`src/rtl/fifo_uart_tx.sv`:
```
// rtl/fifo_uart_tx.sv - 8N1 UART transmitter that drains a synchronous FIFO read port
// One pop per frame; the popped byte is latched one cycle later, when the FIFO output is valid.
module fifo_uart_tx #(
    parameter int CLKS_PER_BIT = 4
) (
    input  logic       clk,
    input  logic       reset,
    input  logic       tx_en,
    input  logic       fifo_empty,
    input  logic [7:0] fifo_data_in,
    output logic       fifo_read_en,
    output logic       tx,
    output logic       busy,
    output logic       byte_done
);
    localparam int BAUD_W = (CLKS_PER_BIT > 1) ? $clog2(CLKS_PER_BIT) : 1;
    localparam logic [BAUD_W-1:0] BAUD_LAST = BAUD_W'(CLKS_PER_BIT - 1);

    typedef enum logic [2:0] {
        IDLE,
        WAIT,
        START,
        DATA,
        STOP
    } state_t;

    state_t            r_state;
    state_t            w_next;
    logic [7:0]        r_shift;
    logic [2:0]        r_bit_idx;
    logic [BAUD_W-1:0] r_baud;
    logic              r_tx;
    logic              r_byte_done;
    logic              w_pop;
    logic              w_wrap;

    // Gated by reset so a reset cycle can never consume a FIFO entry.
    assign w_pop        = (r_state == IDLE) && tx_en && !fifo_empty && !reset;
    assign w_wrap       = (r_baud == BAUD_LAST);
    assign fifo_read_en = w_pop;
    assign tx           = r_tx;
    assign busy         = (r_state != IDLE) || w_pop;
    assign byte_done    = r_byte_done;

    always_ff @(posedge clk) begin
        if (reset) begin
            r_state <= IDLE;
        end else begin
            r_state <= w_next;
        end
    end

    always_comb begin
        w_next = r_state;
        case (r_state)
            IDLE:    if (w_pop) w_next = WAIT;
            WAIT:    w_next = START;
            START:   if (w_wrap) w_next = DATA;
            DATA:    if (w_wrap && (r_bit_idx == 3'd7)) w_next = STOP;
            STOP:    if (w_wrap) w_next = IDLE;
            default: w_next = IDLE;
        endcase
    end

    always_ff @(posedge clk) begin
        if (reset) begin
            r_shift     <= 8'h00;
            r_bit_idx   <= 3'd0;
            r_baud      <= '0;
            r_tx        <= 1'b1;
            r_byte_done <= 1'b0;
        end else begin
            r_byte_done <= 1'b0;
            case (r_state)
                IDLE: begin
                    r_baud <= '0;
                    r_tx   <= 1'b1;
                end
                WAIT: begin
                    r_shift   <= fifo_data_in;
                    r_bit_idx <= 3'd0;
                    r_baud    <= '0;
                    r_tx      <= 1'b0;
                end
                START: begin
                    r_baud <= w_wrap ? '0 : r_baud + 1'b1;
                    if (w_wrap) r_tx <= r_shift[0];
                end
                DATA: begin
                    r_baud <= w_wrap ? '0 : r_baud + 1'b1;
                    if (w_wrap) begin
                        r_shift   <= r_shift >> 1;
                        r_bit_idx <= r_bit_idx + 3'd1;
                        // Next level is the following data bit, or the stop bit after bit 7.
                        r_tx      <= (r_bit_idx == 3'd7) ? 1'b1 : r_shift[1];
                    end
                end
                STOP: begin
                    r_baud <= w_wrap ? '0 : r_baud + 1'b1;
                    if (w_wrap) r_byte_done <= 1'b1;
                end
                default: begin
                    r_baud <= '0;
                    r_tx   <= 1'b1;
                end
            endcase
        end
    end
endmodule

```
`config.mk`:
```
export PLATFORM = sky130hd
export DESIGN_NAME = fifo_uart_tx
export DESIGN_NICKNAME = d
export VERILOG_FILES = /design/src/rtl/fifo_uart_tx.sv
export SDC_FILE = /design/constraint.sdc
export NUM_CORES = 1
export LEC_CHECK = 0
export CAP_MARGIN = 30
export CELL_PAD_IN_SITES_DETAIL_PLACEMENT = 2
export CELL_PAD_IN_SITES_GLOBAL_PLACEMENT = 2
export CORE_MARGIN = 1
export CORE_UTILIZATION = 32
export CTS_BUF_LIST = sky130_fd_sc_hd__clkbuf_8 sky130_fd_sc_hd__clkbuf_16
export DETAILED_ROUTE_END_ITERATION = 16
export GPL_TIMING_DRIVEN = 0
export PLACE_DENSITY_LB_ADDON = 0.1
export SYNTH_ARGS = -nofsm -noshare
export SYNTH_HDL_FRONTEND = slang
export SYNTH_SLANG_ARGS = --single-unit
```
`constraint.sdc`:
```
create_clock -name clk -period 2.9 [get_ports clk]
set_input_delay 0.87 -clock clk [delete_from_list [all_inputs] [get_ports clk]]
set_output_delay 0.87 -clock clk [all_outputs]
set_load 0.01 [all_outputs]
```
[After elaboration in Yosys (flattened, before gate mapping)]
Cells that the tools add are included.
Word-level totals
  bits in registers: 18
  input port bits: 12
  output and inout port bits: 4
  word-level logic and storage cells: 51
Operators by class
  add/subtract/negate cells: 2
  equality and inequality tests: 11
  muxes and demuxes: 14
  bitwise logic cells: 2
  reductions and logical operators: 16
Operators by type and width (count)
  $pmux 8 s2: 1
  $mux 3: 5
  $pmux 3 s5: 1
  $ne 2x2->1 const B: 5
  $mux 8: 1
  $eq 3x2->1 const B: 2
  $eq 3x3->1 const B: 2
  $pmux 3 s2: 1
  $reduce_or 3->1: 2
  $logic_and 1x1->1: 4
  $mux 1: 4
  $pmux 1 s4: 1
  $reduce_and 4->1: 1
  $add 3x1->3 const B: 1
  $eq 3x1->1 const B: 1
  $logic_not 3->1: 1
  $reduce_and 3->1: 1
  $reduce_bool 3->1: 1
  $add 2x1->2 const B: 1
  $eq 2x2->1 const B: 1
  $logic_not 1->1: 2
  $not 1->1: 2
  $reduce_and 2->1: 1
  $reduce_bool 2->1: 1
  other kinds (2): 2

[Depth between registers and ports, before layout]
  depth in word-level cells: 6
  gate-level depth with buffers: 5
  mapped depth without buffers: 5

[Worst setup path after synthesis]
No wires, ideal clock.
  path type: input-to-output
  from: in reset
  to: out fifo_read_en
  arrival: 1.668 ns
  data required time: 2.030 ns
  slack: 0.362 ns
  cell stages on the path: 3
  buffers on the path: 1
  cells stage by stage: clkbuf_1 -> nor2_1 -> nor4b_1
On the way
  longest elaborated chain between the ends: 2
RTL lines
  start: declaration: RTL line 7  | input logic reset,
  $logic_not 1->1: RTL line 38  | assign w_pop = (r_state == IDLE) && tx_en && !fifo_empty && !reset;
  $logic_and 1x1->1: RTL line 38
  end: declaration: RTL line 11  | output logic fifo_read_en,
Every way passes these cells.

[Worst setup path in the final report]
  from: in fifo_empty
  to: out busy
On the way
  longest elaborated chain between the ends: 4
RTL lines
  start: declaration: RTL line 9  | input logic fifo_empty,
  $logic_not 1->1: RTL line 38
  $logic_and 1x1->1 (2 in series): RTL line 38
  $logic_or 1x1->1: RTL line 42  | assign busy = (r_state != IDLE) || w_pop;
  end: declaration: RTL line 13  | output logic busy,
Every way passes these cells.

==> metrics.md <==
| Metric | Value |
|---|---|
| WHS Path Cells | `1` |
| Placed cells | `134` |
| Req. time, crit path | `2.03 ns` |
| PD cells | `497 nW/um^2` |
| Reg2reg end | `r_shift[3]` |
| Die width | `53.1 um` |
| N_diodes | `0` |
| Adder-cell share of the synthesized area | `4.48%` |
| Worst R2R Setup Slack | `1.31 ns` |
| #FFs+latches synth | `18` |
| Crit path kind | `input port to primary output` |
| TritonCTS clock tree | `done` |
| Final period util | `94.4%` |
| Leakage power | `0.426 nW` |
| Synth Area in Simple Gates | `26.5%` |
| Worst-path fanout max | `2` |
| Nets@finish | `124` |
| Hold Violations, Final | `0` |
| Synthesized instance count | `89` |
| Num rows | `18` |
| Clk sink count | `18` |
| Via count | `745` |
| Largest net degree at the start of global routing | `11` |
| Seq/Total Area, Yosys | `43.0%` |
| Final Skew | `0.00310 ns` |
| WHS | `0.422 ns` |
| Final Instance Area | `1100 sq um` |
| Synth Area in Compound Gates | `22.9%` |
| DRT iter0 DRCs | `1` |
| Initial antenna violation count | `0` |
| Postcts setup bufs | `0` |
| Reg-to-Reg Start | `r_baud[0]` |
| Clk_lat worst skew | `0.25 ns` |
| Largest family of logic cells by synthesized area | `simple AND/OR/NAND/NOR gates` |
| Slew headroom | `64.7%` |
| TritonRoute pass-1 iters | `3` |
| Fin. max-slew vios | `0` |
| CP Launch Type | `input port` |
| Placed cell areas | `1020 sq um` |
| Worst slew pin tran | `0.527 ns` |
| Die height | `53.1 um` |
| Root Driver | `clkbuf_8` |
| Xor-xnor portion of the synthesized cell area | `0%` |
| Hold Path Class | `flop to flop` |
| Post-synth EDFFs | `0` |
| FILL cells | `284` |
| Hpwl dp | `1.62 mm` |
| PortBufs | `15` |
| Place WS | `-0.694 ns` |
| Top_reg_cell synth | `dfxtp_1` |
| Post-layout min period | `2.74 ns` |
| Synthesized area per cell | `9.41 sq um` |
| Overall die area | `2820 sq um` |
| Total track usage | `18.5%` |
| Yosys warning count | `0` |
| H-Tree Depth | `1` |
| Worst setup margin | `0.162 ns` |
| Count of cell types in the netlist | `31` |
| Core ar. | `2480 sq um` |
| Vias in the first global route | `788` |
| Max-cap violations | `0` |
| Critical path startpoint | `fifo_empty` |
| Gp weighted congestion | `0.689` |
| Run status | `finished, final reports clean` |
| Setup violations, final | `0` |
| CTS clk-pin slew, worst paths | `0.07 ns` |
| Share of layout cells above drive strength 1 | `12.0%` |
| Multiplexer share of the synthesized area | `0%` |
| FFs w/ async S/R, synth | `0%` |
| Total gr overflow | `0` |
| Critical Path AT | `1.87 ns` |
| RSZ-0062 raised after global routing | `false` |
| Fmax achieved | `365 MHz` |
| DR WL/cell | `16.5 um` |
| Synth Net Count | `104` |
| First-pass GRT wire length | `3.64 mm` |
| R2R depth | `5` |
| Num ports | `16` |
| Most frequent cells in the layout | `dfxtp_1 (18), clkdlybuf4s50_1 (12), o21ai_0 (7), and2_1 (7), a221o_1 (7)` |
| Max IR drop VDD | `298 uV` |
| Vias/cell | `5.40` |
| CP endpoint | `busy` |
| Area delta synth->final | `31.7%` |
| Post-DRT Antenna Nets | `0` |
| Starting density of the core | `33.8%` |
| Num CTS Buffers | `3` |
| Clk buf depth | `2` |
| CP endpoint kind | `primary output` |
| Mapped Area | `837 sq um` |
| Cell Count, Final, Fillers Out | `138` |
| Final wirelength | `2.28 mm` |
| Commonest non-fill, non-tap cell in the layout | `dfxtp_1` |
| DR DRC count | `0` |
cell usage after synthesis, types with 2 or more instances:
cell | number | area, sq um
and2_1 | 7 | 43.8
a21oi_1 | 4 | 20.0
nor2_1 | 7 | 26.3
dfxtp_1 | 18 | 360
nand3b_1 | 3 | 22.5
nand4_1 | 2 | 12.5
a221o_1 | 7 | 70.1
nor2b_1 | 2 | 12.5
nand2_1 | 3 | 11.3
o21ai_0 | 7 | 35.0
nand2b_1 | 5 | 31.3
buf_2 | 3 | 15.0
ha_1 | 3 | 37.5
cells by family (layout without fill, tap and decap cells):
logic type | count (synthesis) | in the layout
AND/OR/NAND/NOR | 36 | 36
AO/OA/AOI/OAI | 26 | 26
flip-flops | 18 | 18
buffers and inverters | 6 | 25
adder cells (fa/ha/maj) | 3 | 3
worst min-delay path by stage:
stage	start	end	slack, ns
finish	r_baud[0]	r_baud[0]	0.42
global route	r_baud[0]	r_baud[0]	0.44
CTS	r_baud[0]	r_baud[0]	0.43
detailed placement	r_baud[0]	r_baud[0]	0.42
global placement	r_baud[0]	r_baud[0]	0.41
floorplan	r_baud[0]	r_baud[0]	0.40
per-stage QoR:
stage	power [W]	util [%]	TNS (ns)
floorplan	0.000309	-	0
global placement	0.000342	41.4	-1.12
detailed placement	0.000345	41.4	-1.15
CTS	0.000557	44.3	0
global route	0.000576	44.5	0
finish	0.000548	44.5	0
layer usage:
layer / part of all wire, % / up-vias / track usage (%)
met4: 0.57 / 0 / 3.95
met2: 52 / 14 / 32.9
met1: 43 / 362 / 20.6
met3: 3.9 / 2 / 6.90
met5: 0 / - / 0
li1: - / 367 / -
state kept, by name (all words and copies together) (netlist names):
signal and count:
byte_done 1, r_baud 2, r_bit_idx 3, r_shift 8
r_state 3, tx 1
power breakdown:
group	internal [W]	switching [W]
clock	0.000121	0.0000853
combinational	0.0000397	0.0000382
sequential	0.000258	0.00000613
final cells by class:
| type | count | area (sq um) | area share (%) |
|---|---|---|---|
| Buffer | 5 | 33.8 | 3.06 |
| Clock buffer | 4 | 55.1 | 4.99 |
| Inverter | 1 | 3.75 | 0.341 |
| Multi-Input combinational cell | 65 | 464 | 42.1 |
| Sequential cell | 18 | 360 | 32.7 |
| Tap cell | 30 | 37.5 | 3.41 |
| Timing Repair Buffer | 15 | 148 | 13.4 |
critical path, cell delays in order:
cell             delay [ns]
clkdlybuf4s50_1        0.42
nand2b_1               0.17
o21ai_0                0.15
clkdlybuf4s15_1        0.26
repair_timing:
action,in CTS,in global routing
resized for setup,12,3
hold buffers,0,0
gates cloned,0,0
setup endpoints to repair,2,2
No activity file was read; power rests on OpenSTA's default activity.
